## src/rtl/sound_pkg.sv

```systemverilog
// Shared types, note half-periods and cue note tables for the sound cue sequencer.
package sound_pkg;

  typedef enum logic [1:0] {CUE_NONE, CUE_HIT, CUE_START, CUE_END} cue_e;

  typedef enum logic [1:0] {StIdle, StNote, StGap} state_e;

  localparam int unsigned HalfW = 17;

  localparam logic [HalfW-1:0] HalfC5 = 17'd95557;
  localparam logic [HalfW-1:0] HalfE5 = 17'd75844;
  localparam logic [HalfW-1:0] HalfG5 = 17'd63776;
  localparam logic [HalfW-1:0] HalfC6 = 17'd47778;

  function automatic logic [1:0] cue_len(cue_e cue, logic god);
    case (cue)
      CUE_START, CUE_END: return 2'd3;
      CUE_HIT:            return god ? 2'd2 : 2'd1;
      default:            return 2'd0;
    endcase
  endfunction

  function automatic logic [HalfW-1:0] cue_note(cue_e cue, logic [1:0] idx, logic god);
    case (cue)
      CUE_START: return (idx == 2'd0) ? HalfC5 : (idx == 2'd1) ? HalfE5 : HalfG5;
      CUE_END:   return (idx == 2'd0) ? HalfG5 : (idx == 2'd1) ? HalfE5 : HalfC5;
      CUE_HIT:   return (god && idx == 2'd0) ? HalfG5 : HalfC6;
      default:   return '0;
    endcase
  endfunction

  function automatic cue_e cue_max(cue_e a, cue_e b);
    return (a > b) ? a : b;
  endfunction

endpackage

```

## src/rtl/tone_div.sv

```systemverilog
// Loadable half-period down-counter; ticks on the first running cycle after a load and then
// once every period cycles.
module tone_div #(
  parameter int unsigned W = 17
) (
  input  logic         clk,
  input  logic         rst,
  input  logic         load,
  input  logic         run,
  input  logic [W-1:0] period,
  output logic         tick
);

  logic [W-1:0] period_q;
  logic [W-1:0] cnt_q;
  logic [W-1:0] reload;

  // A zero period degenerates to a tick every cycle.
  assign reload = (period_q == '0) ? '0 : period_q - W'(1);

  always_ff @(posedge clk or posedge rst) begin
    if (rst) begin
      period_q <= '0;
      cnt_q    <= '0;
    end else if (load) begin
      period_q <= period;
      cnt_q    <= '0;
    end else if (run) begin
      cnt_q <= (cnt_q == '0) ? reload : cnt_q - W'(1);
    end
  end

  assign tick = run && (cnt_q == '0);

endmodule

```

## src/rtl/sound_cue_seq.sv

```systemverilog
// Turns game events into note sequences of half-period strobes for the speaker toggler.
// Define CUE_PENDING_EN to keep one dropped lower-priority cue and play it after the current one.
module sound_cue_seq
  import sound_pkg::*;
#(
  parameter int unsigned NOTE_TICKS = 5_000_000,
  parameter int unsigned GAP_TICKS  = 1_000_000,
  parameter int unsigned DIV_SHIFT  = 0
) (
  input  logic clk,
  input  logic rst,
  input  logic hit_evt,
  input  logic start_evt,
  input  logic end_evt,
  input  logic god_mode,
  output logic enable,
  output logic start_enable,
  output logic end_enable,
  output logic busy
);

  localparam int unsigned DurMax = (NOTE_TICKS > GAP_TICKS) ? NOTE_TICKS : GAP_TICKS;
  localparam int unsigned DurW   = (DurMax > 2) ? $clog2(DurMax) : 1;
  localparam logic [DurW-1:0] NoteLast = DurW'(NOTE_TICKS - 1);
  localparam logic [DurW-1:0] GapLast  = DurW'(GAP_TICKS - 1);

  state_e           state_q;
  cue_e             cue_q;
  logic             god_q;
  logic [1:0]       note_idx_q;
  logic [DurW-1:0]  dur_q;

  cue_e             evt_cue, new_cue, pend_merge;
  logic             accept_evt, note_done, gap_done, last_note, finish, pend_take, go;
  logic             load, tick;
  logic [HalfW-1:0] load_half;

  always_comb begin
    evt_cue = CUE_NONE;
    if (end_evt)        evt_cue = CUE_END;
    else if (start_evt) evt_cue = CUE_START;
    else if (hit_evt)   evt_cue = CUE_HIT;
  end

  // cue_q is CUE_NONE while idle, so any event is accepted then.
  assign accept_evt = (evt_cue != CUE_NONE) && (evt_cue >= cue_q);
  assign note_done  = (state_q == StNote) && (dur_q == NoteLast);
  assign gap_done   = (state_q == StGap) && (dur_q == GapLast);
  assign last_note  = (note_idx_q == cue_len(cue_q, god_q) - 2'd1);
  assign finish     = note_done && last_note;

`ifdef CUE_PENDING_EN
  cue_e pend_q, second_cue;

  always_comb begin
    second_cue = CUE_NONE;
    if (end_evt && start_evt)                      second_cue = CUE_START;
    else if ((end_evt || start_evt) && hit_evt)    second_cue = CUE_HIT;
  end

  // Every event that is not the accepted one competes for the slot.
  assign pend_merge = cue_max(pend_q, accept_evt ? second_cue : evt_cue);
  assign pend_take  = finish && !accept_evt && (pend_merge != CUE_NONE);

  always_ff @(posedge clk or posedge rst) begin
    if (rst)            pend_q <= CUE_NONE;
    else if (pend_take) pend_q <= CUE_NONE;
    else                pend_q <= pend_merge;
  end
`else
  assign pend_merge = CUE_NONE;
  assign pend_take  = 1'b0;
`endif

  assign go        = accept_evt || pend_take;
  assign new_cue   = accept_evt ? evt_cue : pend_merge;
  assign load      = go || gap_done;
  assign load_half = go ? cue_note(new_cue, 2'd0, god_mode)
                        : cue_note(cue_q, note_idx_q + 2'd1, god_q);

  always_ff @(posedge clk or posedge rst) begin
    if (rst) begin
      state_q    <= StIdle;
      cue_q      <= CUE_NONE;
      god_q      <= 1'b0;
      note_idx_q <= '0;
      dur_q      <= '0;
    end else if (go) begin
      state_q    <= StNote;
      cue_q      <= new_cue;
      god_q      <= god_mode;
      note_idx_q <= '0;
      dur_q      <= '0;
    end else begin
      case (state_q)
        StNote: begin
          if (note_done) begin
            dur_q <= '0;
            if (last_note) begin
              state_q <= StIdle;
              cue_q   <= CUE_NONE;
            end else begin
              state_q <= StGap;
            end
          end else begin
            dur_q <= dur_q + DurW'(1);
          end
        end
        StGap: begin
          if (gap_done) begin
            dur_q      <= '0;
            state_q    <= StNote;
            note_idx_q <= note_idx_q + 2'd1;
          end else begin
            dur_q <= dur_q + DurW'(1);
          end
        end
        default: ;
      endcase
    end
  end

  tone_div #(
    .W (HalfW)
  ) u_tone_div (
    .clk    (clk),
    .rst    (rst),
    .load   (load),
    .run    (state_q == StNote),
    .period (load_half >> DIV_SHIFT),
    .tick   (tick)
  );

  assign enable       = tick && (cue_q == CUE_HIT);
  assign start_enable = tick && (cue_q == CUE_START);
  assign end_enable   = tick && (cue_q == CUE_END);
  assign busy         = (state_q != StIdle);

endmodule
```

## config.mk

```make
export PLATFORM = sky130hd
export DESIGN_NAME = sound_cue_seq
export DESIGN_NICKNAME = d
export VERILOG_FILES = /design/src/rtl/sound_pkg.sv /design/src/rtl/tone_div.sv /design/src/rtl/sound_cue_seq.sv
export SDC_FILE = /design/constraint.sdc
export NUM_CORES = 1
export LEC_CHECK = 0
export BUFFER_PORTS_ARGS = -buffer_cell sky130_fd_sc_hd__buf_2
export CORE_MARGIN = 2
export CORE_UTILIZATION = 45
export CTS_BUF_LIST = sky130_fd_sc_hd__clkbuf_2
export DETAILED_ROUTE_END_ITERATION = 7
export SYNTH_ARGS = -nofsm -noshare
export SYNTH_HDL_FRONTEND = slang
export SYNTH_SLANG_ARGS = --single-unit
```

## constraint.sdc

```tcl
create_clock -name clk -period 2.2 [get_ports clk]
set_input_delay 0.22 -clock clk [delete_from_list [all_inputs] [get_ports clk]]
set_output_delay 0.22 -clock clk [all_outputs]
set_load 0.02 [all_outputs]
```

==> impl_results.md <==
- Startpoint Class: register
- Tot Pwr: about 7 mW
- Overflow after GRT: 0
- Worst Hold Class: primary input to register
- Most common cell after layout, fill and taps aside: buf_4
- Pre-antenna DRT Iters: 5
- Skew final: about 0.050 ns
- Commonest cells after routing, fill and taps aside: buf_4, dfrtp_1, a21oi_1, nand2_1, nor2_1
- Vias per cell: roughly 6.2
- Failing checks: negative setup slack
- Setup ws final: -0.424 ns
- EDFF count, synth: 0
- # fillers: between 700 and 800
- Max-slew violation count: 0
- Syn Nets: about 450
- Global-route wire length before repair: around 17000 um
- CTS buffer count: 5
- Syn Area/Cell: 8.78 um^2
- Reg area: ~0.0014 mm^2
- WL/cell: between 15 and 20 um
- Min Clock Period, post-route: approximately 2.6 ns
- Multi-input gate area: between 0.002 and 0.0025 mm^2
- CP Capture Type: primary output
- Worst VDD drop: between 700 and 800 uV
- GPL Wtd Cong: 0.842
- ANT cells: 0
- Worst-Margin Slew: between 0.6 and 0.7 ns
- Ranking of synthesized cells by area: dfrtp_1, a21oi_1, nand2_1, or4_1, ha_1
- Number of global-route vias before repair: ~3500
- Die area: between 0.009 and 0.01 mm^2
- Synth cell types: 66
- CTS sink cnt: 55
- Register area share after synthesis: 36.3%
- Synth Warn #: 0
- Reg clk slew, reported paths: roughly 0.31 ns
- Std cell rows: 33
- Pre-CTS WS: -0.0956 ns
- LEAKAGE: just over 2 nW
- Share of the synthesized area in the top cell type: 36.3%
- Period utilization: 119%
- Slew Limit Headroom: 55.1%
- Share of layout cells above drive strength 1: a little under a third
- CP Max Fanout: 2
- # setup viols final: 25
- Drt drc: 0
- RSZ-0062 raised after global routing: true
- IO Count: 10
- Asr flop ratio synth: 100%
- Die width: around 96 um
- Cell count after synthesis: 432
- Hold Fails Final Rpt: 0
- Worst-Skew Late Latency: 0.50 ns
- DIE HEIGHT: 95.8 um
- CTS Buffer Depth: 2
- Outcome: finished with violations
- Final ANT Viol Nets: 0
- IO Port Bufs: 9
- Top FF cell, synth: dfrtp_1
- Initial antenna violation count: 0
- Hold slack: ~0.15 ns
- Clock root cell: clkbuf_2
- H-Tree Depth: 2
- Synth Register Bits: 55
- Final HPWL DP: approximately 7300 um
- Worst Path Required: 1.98 ns
- Largest net degree at the start of global routing: between 40 and 50
- WS Path Type: register to primary output
- CTS tree: done
- Final #Nets: between 500 and 600
- Gr usage total: a little under a quarter
- Starting Density: ~46%
- Max Cap Viol: 0
- Core Region: between 0.008 and 0.009 mm^2
- Routed Wire Length: ~11000 um
- Synthesized area: around 0.0038 mm^2
- Power Dens Cells: between 1000 and 1500 mW/mm^2
- 1st-iter DRT viols: ~210
- Largest area contributor in the synthesized netlist: dfrtp_1
- F_max: ~380 MHz
- Crit path arrival time: around 2.4 ns
- Synthesis-to-finish area growth: 29.9%
- Number of vias in the routed layout: approximately 3800
## final cells by class
class / count / share of cell area, %
multi-input combinational: 331 / 49.9
sequential: 55 / 28.0
timing repair buffer: 90 / 16.9
tap: 105 / 2.67
inverter: 19 / 1.45
clock inverter: 3 / 0.584
clock buffer: 5 / 0.508
## cells in the mapped netlist, types with 3 or more instances
cell type / n
o31ai_1: 12
a21oi_1: 40
clkbuf_1: 13
and3_1: 5
o2bb2ai_1: 6
buf_2: 5
or3_1: 15
nor4_1: 12
o22ai_1: 9
nand4_1: 10
ha_1: 8
o32ai_1: 5
nor3b_1: 4
dfrtp_1: 55
a21o_1: 4
a22o_1: 8
nand3_1: 19
buf_4: 3
nand2b_1: 3
o22a_1: 7
nor3_1: 16
mux2i_1: 8
nand2_1: 30
inv_1: 19
buf_6: 5
nor2_1: 25
or4_1: 14
a211oi_1: 5
o21ai_0: 18
nor2b_1: 3
## through the flow
step | instances | TNS [ns] | area [um^2] | util [%]
floorplan | 432 | -0.0554 | 3840 | -
global placement | 582 | -0.272 | 4390 | 53.6
detailed placement | 582 | -0.508 | 4390 | 53.6
CTS | 599 | -2.14 | 4670 | 57.2
global route | 608 | -4.53 | 4920 | 60.2
finish | 608 | -2.14 | 4920 | 60.2
## metal layers
layer	share of wire [%]	vias to the layer above	track usage (%)
met5	0	-	0
met4	1.8	0	7.50
met3	5.3	20	3.99
met2	47	107	36.2
met1	46	1816	33.8
li1	-	1817	-
## repair_timing
item / 4_1_cts / 5_1_grt
gates resized for setup: 35 / 37
setup buffers: 6 / 8
endpoints found under the setup margin: 29 / 36
hold buffers: 2 / 0
hold endpoints to repair: 19 / 0
cloned: 1 / 1
pin swaps: 10 / 23
## flip-flops by register name, summed over array words and instances (netlist names)
signal and cells:
cue_q 2, dur_q 23, god_q 1, note_idx_q 2
state_q 2, u_tone_div.cnt_q 17, u_tone_div.period_q 8
## cells by family (layout without fill, tap and decap cells)
| group | after synthesis | in the layout | synth area share, % |
|---|---|---|---|
| xor+xnor | 1 | 1 | 0.231 |
| flops | 55 | 55 | 36.3 |
| mux | 11 | 11 | 3.00 |
| fa+ha+maj | 8 | 8 | 2.64 |
| compound gates | 134 | 134 | 24.2 |
| simple gates | 177 | 177 | 27.6 |
| buf+inv | 46 | 117 | 6.01 |
## worst paths after layout
check / start / end / slack (ns) / cells past startpoint
worst max-delay path: u_tone_div.cnt_q[0] / end_enable / -0.42 / 8
worst max register to register: u_tone_div.cnt_q[0] / u_tone_div.cnt_q[13] / -0.10 / 10
min in group asynchronous: rst / u_tone_div.cnt_q[3] / 0.24 / 3
max in group asynchronous: rst / dur_q[14] / 1.33 / 4
worst min-delay path: start_evt / cue_q[1] / 0.15 / 4
worst min register to register: u_tone_div.cnt_q[9] / u_tone_div.cnt_q[9] / 0.55 / 1
## where the power goes
part           internal (mW)  switching [mW]
clock                 0.0929           0.365
sequential              1.24           0.239
combinational           2.47            2.60
## worst max-delay path: stages (launching register included)
cell and delay [ns]:
dfrtp_1 0.47, inv_2 0.08, ha_4 0.13, or4b_4 0.48
nor4_4 0.21, and2_4 0.23, nand3_4 0.11, nor2_4 0.11
buf_6 0.12
(Power assumes the default switching activity.)
